## src/rtl/uart_sys_ctrl_pkg.sv

```systemverilog
// Shared constants and state encoding for the UART command-frame controllers.
package uart_sys_ctrl_pkg;

  // Command bytes that open a frame
  localparam logic [7:0] CMD_RF_WR   = 8'hAA;
  localparam logic [7:0] CMD_RF_RD   = 8'hBB;
  localparam logic [7:0] CMD_ALU_OP  = 8'hCC;
  localparam logic [7:0] CMD_ALU_NOP = 8'hDD;

  // Register-file slots that hold the ALU operands
  localparam int unsigned OPA_ADDR = 0;
  localparam int unsigned OPB_ADDR = 1;

  // Receive-side frame parser states
  typedef enum logic [2:0] {
    StIdle,
    StWrAddr,
    StWrData,
    StRdAddr,
    StOpA,
    StOpB,
    StFunc,
    StExec
  } rx_state_e;

  // True while an ALU frame (CC or DD) is in flight
  function automatic logic is_alu_state(input rx_state_e s);
    return (s == StOpA) || (s == StOpB) || (s == StFunc) || (s == StExec);
  endfunction

endpackage

```

## src/rtl/frame_timeout_counter.sv

```systemverilog
// Inter-byte timeout counter: counts enabled cycles since the last clear and
// pulses expired on the cycle the count would reach TIMEOUT_CYCLES.
module frame_timeout_counter #(
  parameter int unsigned TIMEOUT_CYCLES = 1024
) (
  input  logic clk,
  input  logic reset_n,
  input  logic clear,
  input  logic enable,
  output logic expired
);

  localparam int unsigned CntW = (TIMEOUT_CYCLES > 2) ? $clog2(TIMEOUT_CYCLES) : 1;
  localparam logic [CntW-1:0] LastCnt = CntW'(TIMEOUT_CYCLES - 1);

  logic [CntW-1:0] count_q, count_d;

  // Clear wins over counting; the count holds while enable is low
  always_comb begin
    count_d = count_q;
    if (clear) begin
      count_d = '0;
    end else if (enable) begin
      count_d = (count_q == LastCnt) ? '0 : count_q + CntW'(1);
    end
  end

  // A clear in the expiring cycle (an accepted byte) suppresses the pulse
  assign expired = enable & ~clear & (count_q == LastCnt);

  // Count register
  always_ff @(posedge clk or negedge reset_n) begin
    if (!reset_n) begin
      count_q <= '0;
    end else begin
      count_q <= count_d;
    end
  end

endmodule

```

## src/rtl/uart_receiver_controller.sv

```systemverilog
// Command-frame parser: turns received UART bytes into register-file and ALU
// strobes. All outputs are registered and pulse one cycle after acceptance.
module uart_receiver_controller
  import uart_sys_ctrl_pkg::*;
#(
  parameter int unsigned DATA_WIDTH     = 8,
  parameter int unsigned ADDR_WIDTH     = 4,
  parameter int unsigned FUNC_WIDTH     = 4,
  parameter int unsigned TIMEOUT_CYCLES = 1024
) (
  input  logic                  clk,
  input  logic                  reset_n,
  input  logic                  receiver_parallel_data_valid,
  input  logic [DATA_WIDTH-1:0] receiver_parallel_data,
  input  logic                  uart_receiver_controller_en,
  output logic                  rf_write_en,
  output logic                  rf_read_en,
  output logic [ADDR_WIDTH-1:0] rf_address,
  output logic [DATA_WIDTH-1:0] rf_write_data,
  output logic                  alu_en,
  output logic [FUNC_WIDTH-1:0] alu_function,
  output logic                  alu_clock_gate_en,
  output logic                  frame_error
);

  rx_state_e             state_q, state_d;
  logic                  rf_write_en_q, rf_write_en_d;
  logic                  rf_read_en_q, rf_read_en_d;
  logic [ADDR_WIDTH-1:0] rf_address_q, rf_address_d;
  logic [DATA_WIDTH-1:0] rf_write_data_q, rf_write_data_d;
  logic                  alu_en_q, alu_en_d;
  logic [FUNC_WIDTH-1:0] alu_function_q, alu_function_d;
  logic                  gate_q, gate_d;
  logic                  frame_error_q, frame_error_d;
  logic                  exec_done_q;

  logic accept;
  logic tmo_clear, tmo_expired, tmo_abort;

  assign accept    = receiver_parallel_data_valid & uart_receiver_controller_en;
  assign tmo_clear = accept | (state_q == StIdle);
  // EXEC always leaves on its own, so only byte-waiting states can time out
  assign tmo_abort = tmo_expired & (state_q != StIdle) & (state_q != StExec);

  frame_timeout_counter #(
    .TIMEOUT_CYCLES(TIMEOUT_CYCLES)
  ) u_timeout (
    .clk    (clk),
    .reset_n(reset_n),
    .clear  (tmo_clear),
    .enable (uart_receiver_controller_en),
    .expired(tmo_expired)
  );

  // Next-state and next-output decode for the frame parser
  always_comb begin
    state_d         = state_q;
    rf_write_en_d   = 1'b0;
    rf_read_en_d    = 1'b0;
    alu_en_d        = 1'b0;
    frame_error_d   = 1'b0;
    rf_address_d    = rf_address_q;
    rf_write_data_d = rf_write_data_q;
    alu_function_d  = alu_function_q;
    gate_d          = gate_q;

    // Gate falls one cycle after alu_en unless a new ALU frame already started
    if (exec_done_q && !is_alu_state(state_q)) begin
      gate_d = 1'b0;
    end

    case (state_q)
      StIdle, StExec: begin
        state_d = StIdle;
        if (accept) begin
          if (receiver_parallel_data == DATA_WIDTH'(CMD_RF_WR)) begin
            state_d = StWrAddr;
          end else if (receiver_parallel_data == DATA_WIDTH'(CMD_RF_RD)) begin
            state_d = StRdAddr;
          end else if (receiver_parallel_data == DATA_WIDTH'(CMD_ALU_OP)) begin
            state_d = StOpA;
            gate_d  = 1'b1;
          end else if (receiver_parallel_data == DATA_WIDTH'(CMD_ALU_NOP)) begin
            state_d = StFunc;
            gate_d  = 1'b1;
          end else begin
            frame_error_d = 1'b1;
          end
        end
      end
      StWrAddr: begin
        if (accept) begin
          rf_address_d = receiver_parallel_data[ADDR_WIDTH-1:0];
          state_d      = StWrData;
        end
      end
      StWrData: begin
        if (accept) begin
          rf_write_data_d = receiver_parallel_data;
          rf_write_en_d   = 1'b1;
          state_d         = StIdle;
        end
      end
      StRdAddr: begin
        if (accept) begin
          rf_address_d = receiver_parallel_data[ADDR_WIDTH-1:0];
          rf_read_en_d = 1'b1;
          state_d      = StIdle;
        end
      end
      StOpA: begin
        if (accept) begin
          rf_address_d    = ADDR_WIDTH'(OPA_ADDR);
          rf_write_data_d = receiver_parallel_data;
          rf_write_en_d   = 1'b1;
          state_d         = StOpB;
        end
      end
      StOpB: begin
        if (accept) begin
          rf_address_d    = ADDR_WIDTH'(OPB_ADDR);
          rf_write_data_d = receiver_parallel_data;
          rf_write_en_d   = 1'b1;
          state_d         = StFunc;
        end
      end
      StFunc: begin
        if (accept) begin
          alu_function_d = receiver_parallel_data[FUNC_WIDTH-1:0];
          alu_en_d       = 1'b1;
          state_d        = StExec;
        end
      end
      default: state_d = StIdle;
    endcase

    if (tmo_abort) begin
      state_d       = StIdle;
      frame_error_d = 1'b1;
      gate_d        = 1'b0;
    end
  end

  // State and output registers
  always_ff @(posedge clk or negedge reset_n) begin
    if (!reset_n) begin
      state_q         <= StIdle;
      rf_write_en_q   <= 1'b0;
      rf_read_en_q    <= 1'b0;
      rf_address_q    <= '0;
      rf_write_data_q <= '0;
      alu_en_q        <= 1'b0;
      alu_function_q  <= '0;
      gate_q          <= 1'b0;
      frame_error_q   <= 1'b0;
      exec_done_q     <= 1'b0;
    end else begin
      state_q         <= state_d;
      rf_write_en_q   <= rf_write_en_d;
      rf_read_en_q    <= rf_read_en_d;
      rf_address_q    <= rf_address_d;
      rf_write_data_q <= rf_write_data_d;
      alu_en_q        <= alu_en_d;
      alu_function_q  <= alu_function_d;
      gate_q          <= gate_d;
      frame_error_q   <= frame_error_d;
      exec_done_q     <= (state_q == StExec);
    end
  end

  assign rf_write_en       = rf_write_en_q;
  assign rf_read_en        = rf_read_en_q;
  assign rf_address        = rf_address_q;
  assign rf_write_data     = rf_write_data_q;
  assign alu_en            = alu_en_q;
  assign alu_function      = alu_function_q;
  assign alu_clock_gate_en = gate_q;
  assign frame_error       = frame_error_q;

endmodule

```

## config.mk

```make
export PLATFORM = sky130hd
export DESIGN_NAME = uart_receiver_controller
export DESIGN_NICKNAME = d
export VERILOG_FILES = /design/src/rtl/uart_sys_ctrl_pkg.sv /design/src/rtl/frame_timeout_counter.sv /design/src/rtl/uart_receiver_controller.sv
export SDC_FILE = /design/constraint.sdc
export NUM_CORES = 1
export LEC_CHECK = 0
export ABC_AREA = 1
export CAP_MARGIN = 0
export CELL_PAD_IN_SITES_DETAIL_PLACEMENT = 1
export CELL_PAD_IN_SITES_GLOBAL_PLACEMENT = 1
export CORE_MARGIN = 2
export CORE_UTILIZATION = 38
export DETAILED_ROUTE_END_ITERATION = 16
export HOLD_SLACK_MARGIN = 0.1
export PLACE_DENSITY = 0.88
export SYNTH_ARGS = -nofsm -noshare
export SYNTH_HDL_FRONTEND = slang
export SYNTH_SLANG_ARGS = --single-unit
```

## constraint.sdc

```tcl
create_clock -name clk -period 1.7 [get_ports clk]
set_clock_uncertainty 0.1 [all_clocks]
set_input_delay 0.34 -clock clk [delete_from_list [all_inputs] [get_ports clk]]
set_output_delay 0.34 -clock clk [all_outputs]
set_load 0.02 [all_outputs]
```

==> impl_metrics.yaml <==
clock_network:
  cts_tree: "yes"
  path_clk_slew_ns: 0.08
  h-tree-depth: 2
  cts_buffers: 5
  clk_latency_ns: 0.29
  clock-root-buffer: "clkbuf_8"
  cts.sinks: 35
  postCtsSetupBuffers: 0
  cts_buffer_depth: 2
place:
  io_buffers: 32
  dp.cells: 313
  gp_congestion: 0.754
  place_hpwl_microns: 3580
min_path:
  hold_path.class: "input port to async pin"
routing:
  met2WireLength_microns: 2420
  vias: 1588
  drcViolationCount: 0
  vias_per_cell: 4.95
  met1_length_microns: 2040
  wl_microns: 4680
  ant_nets: 0
  maxUsedRoutingLayer: "met4"
  drt-initial-drc-count: 81
  wl_met3_microns: 147
  wire_per_inst_microns: 14.6
  first_pass_iters: 4
finish:
  mostFrequentLayoutCells: "66 x nand2_1, 35 x dfrtp_1, 24 x inv_1"
  layout_commonest_cell: "nand2_1"
  drive_gt1_frac: 0.164
  fill_cells: 545
  fin_cells: 321
  finish.net_count: 281
  utilization: 0.535
  diodes: 0
  syn_to_final_growth_pct: 34.0
logic_synthesis:
  synth_top_area_share: 0.501
  async_reset_ff_frac: 1.00
  ys.flop_type: "dfrtp_1"
  ys_seq_elements: 35
  synth-edff-count: 0
  synth_cell_types: 23
  syn_nets: 228
  synth-seq-area-share: 0.501
  synth_top_cell_by_area: "dfrtp_1"
  synth_warnings: 0
  syn_avg_cell_area_sq_um: 8.14
  ys_top_cells_by_area: "dfrtp_1 50%, nand2_1 14%, inv_1 5.2%"
  netlist_area_sq_mm: 0.00175
  synthCells: 215
grt:
  antenna_found_initial: 0
  grt_max_degree: 36
  gr-total-overflow: 0
  track_usage: 0.210
  grt_pass1_wl_microns: 8110
  grt_pass1_vias: 1676
floorplanning:
  dieArea_sq_mm: 0.00516
  start_util: 0.399
  dieWidth_microns: 71.8
  std_cell_rows: 24
  ios: 33
  core_area_sq_mm: 0.00438
  fp.dieH_microns: 71.8
setup_path:
  cp_max_fo: 1
  cp-end-kind: "output pin"
  crit_family: "buffers and inverters"
  crit_end: "alu_en"
  r2r_end: "u_timeout.count_q[5]$_DFFE_PN0P_"
  critPathSlowestCell: "clkdlybuf4s50_1"
  reg2reg_from: "u_timeout.count_q[1]$_DFFE_PN0P_"
  crit_buf_inv: 1
  critPathMaxStageDelay_ns: 0.59
  r2r_cells: 8
  cp-start-kind: "register"
  critPathKind: "register to output pin"
  cp.depth: 1
  r2r_slack_ns: 0.16
  required_ns: 1.26
  arrival_ns: 1.21
  cp_cell_sequence: "clkdlybuf4s50_1"
  startpoint: "alu_en$_DFF_PN0_"
sta:
  rsz0062_at_grt: "no"
  fmax_mhz: 606
  drv_slew: 0
  tightest_slew_ns: 0.345
  hold_violations: 0
  fin_hold_ws_ns: 0.317
  setup_viol: 0
  setup_tns_ns: 0
  min_period_over_period: 0.970
  min_period_ns: 1.65
  relSlewSlack: 0.770
pwr:
  p_leak_uw: 0.00123
  power_density_mw_per_mm2: 1460
  vdd_drop_max_mv: 0.609
run_status:
  outcome: "completed"
run:
  maxCapViolCount: 0
## synth_stat cells, types with 3 or more instances
master and instances:
nand3_1 17, nand2_1 66, o22ai_1 4, inv_1 24, xor2_1 4, nand2_2 5
o21ai_0 8, inv_2 4, a21oi_1 5, nand4_1 3, dfrtp_1 35, o21ai_1 8
nor2_1 14, buf_4 3, nor2_4 3
## routing by layer
metal  global-route usage  vias to the layer above
met4               0.0839                        0
met1                0.261                      765
met5                    0                        -
li1                     -                      788
met3               0.0506                        5
met2                0.353                       30
## through the flow
step / cell area, sq um / setup slack, ns / power (uW)
floorplan: 1750 / 0.300 / 2210
global placement: 2260 / -0.0475 / 2880
detailed placement: 2260 / -0.106 / 2960
CTS: 2330 / 0.000118 / 3470
global route: 2340 / 0.00336 / 3690
finish: 2340 / 0.0505 / 3410
## worst min path at each step
stage                                      start                                to  slack, ns  depth (start not counted)
floorplan                                reset_n       alu_clock_gate_en$_DFF_PN0_      -0.06                          0
global placement    rf_write_data[5]$_DFFE_PN0P_      rf_write_data[5]$_DFFE_PN0P_       0.36                          2
detailed placement  rf_write_data[4]$_DFFE_PN0P_      rf_write_data[4]$_DFFE_PN0P_       0.37                          2
CTS                                      reset_n         rf_address[0]$_DFFE_PN0P_       0.32                          2
global route                             reset_n             frame_error$_DFF_PN0_       0.33                          2
finish                                   reset_n  u_timeout.count_q[8]$_DFFE_PN0P_       0.32                          2
## cell families (layout without fill, tap and decap cells)
kind of cell,after synthesis,in the layout,synth area share
AOI/OAI and AO/OA,26,26,0.0794
xor gates and xnor gates,5,5,0.0250
adders and majority gates,1,1,0.00715
buffers and inverters,32,86,0.0780
DFF,35,35,0.501
muxes,2,2,0.0172
and+or+nand+nor,114,114,0.293
## power by group
group,switching [uW],internal (uW),total [uW]
sequential,207,1110,1320
clock,318,286,604
combinational,893,598,1490
## worst reg2reg max path, stage by stage, from the launching register on
cell     delay (ns)
dfrtp_1        0.37
ha_1           0.19
nand2_1        0.10
nor2_4         0.17
nand4_1        0.13
nand2_2        0.18
inv_2          0.07
nand2_1        0.07
o21ai_1        0.06
## what timing repair did
| item | 4_1_cts | 5_1_grt |
|---|---|---|
| hold buffers | 0 | 0 |
| endpoints found under the setup margin | 14 | 6 |
| gates resized for setup | 14 | 6 |
| pin swaps | 0 | 0 |
| endpoints found under the hold margin | 0 | 0 |
## sequential cells by signal (all words and copies together), names as in the netlist
signal and flops:
rf_write_data 8, alu_en 1, rf_address 4, rf_read_en 1
exec_done_q 1, alu_clock_gate_en 1, rf_write_en 1, alu_function 4
frame_error 1, state_q 3, u_timeout.count_q 10
## final cells by class
class                   count  area (sq um)  share of cell area
clock inverters             2          12.5             0.00534
multi-input cells         148           737               0.314
well taps                  52          65.1              0.0277
inverters                  29           114              0.0486
repair buffers             49           468               0.200
clock buffers               6          72.6              0.0309
flip-flops and latches     35           876               0.374
Power figures use the tool's default switching activity.
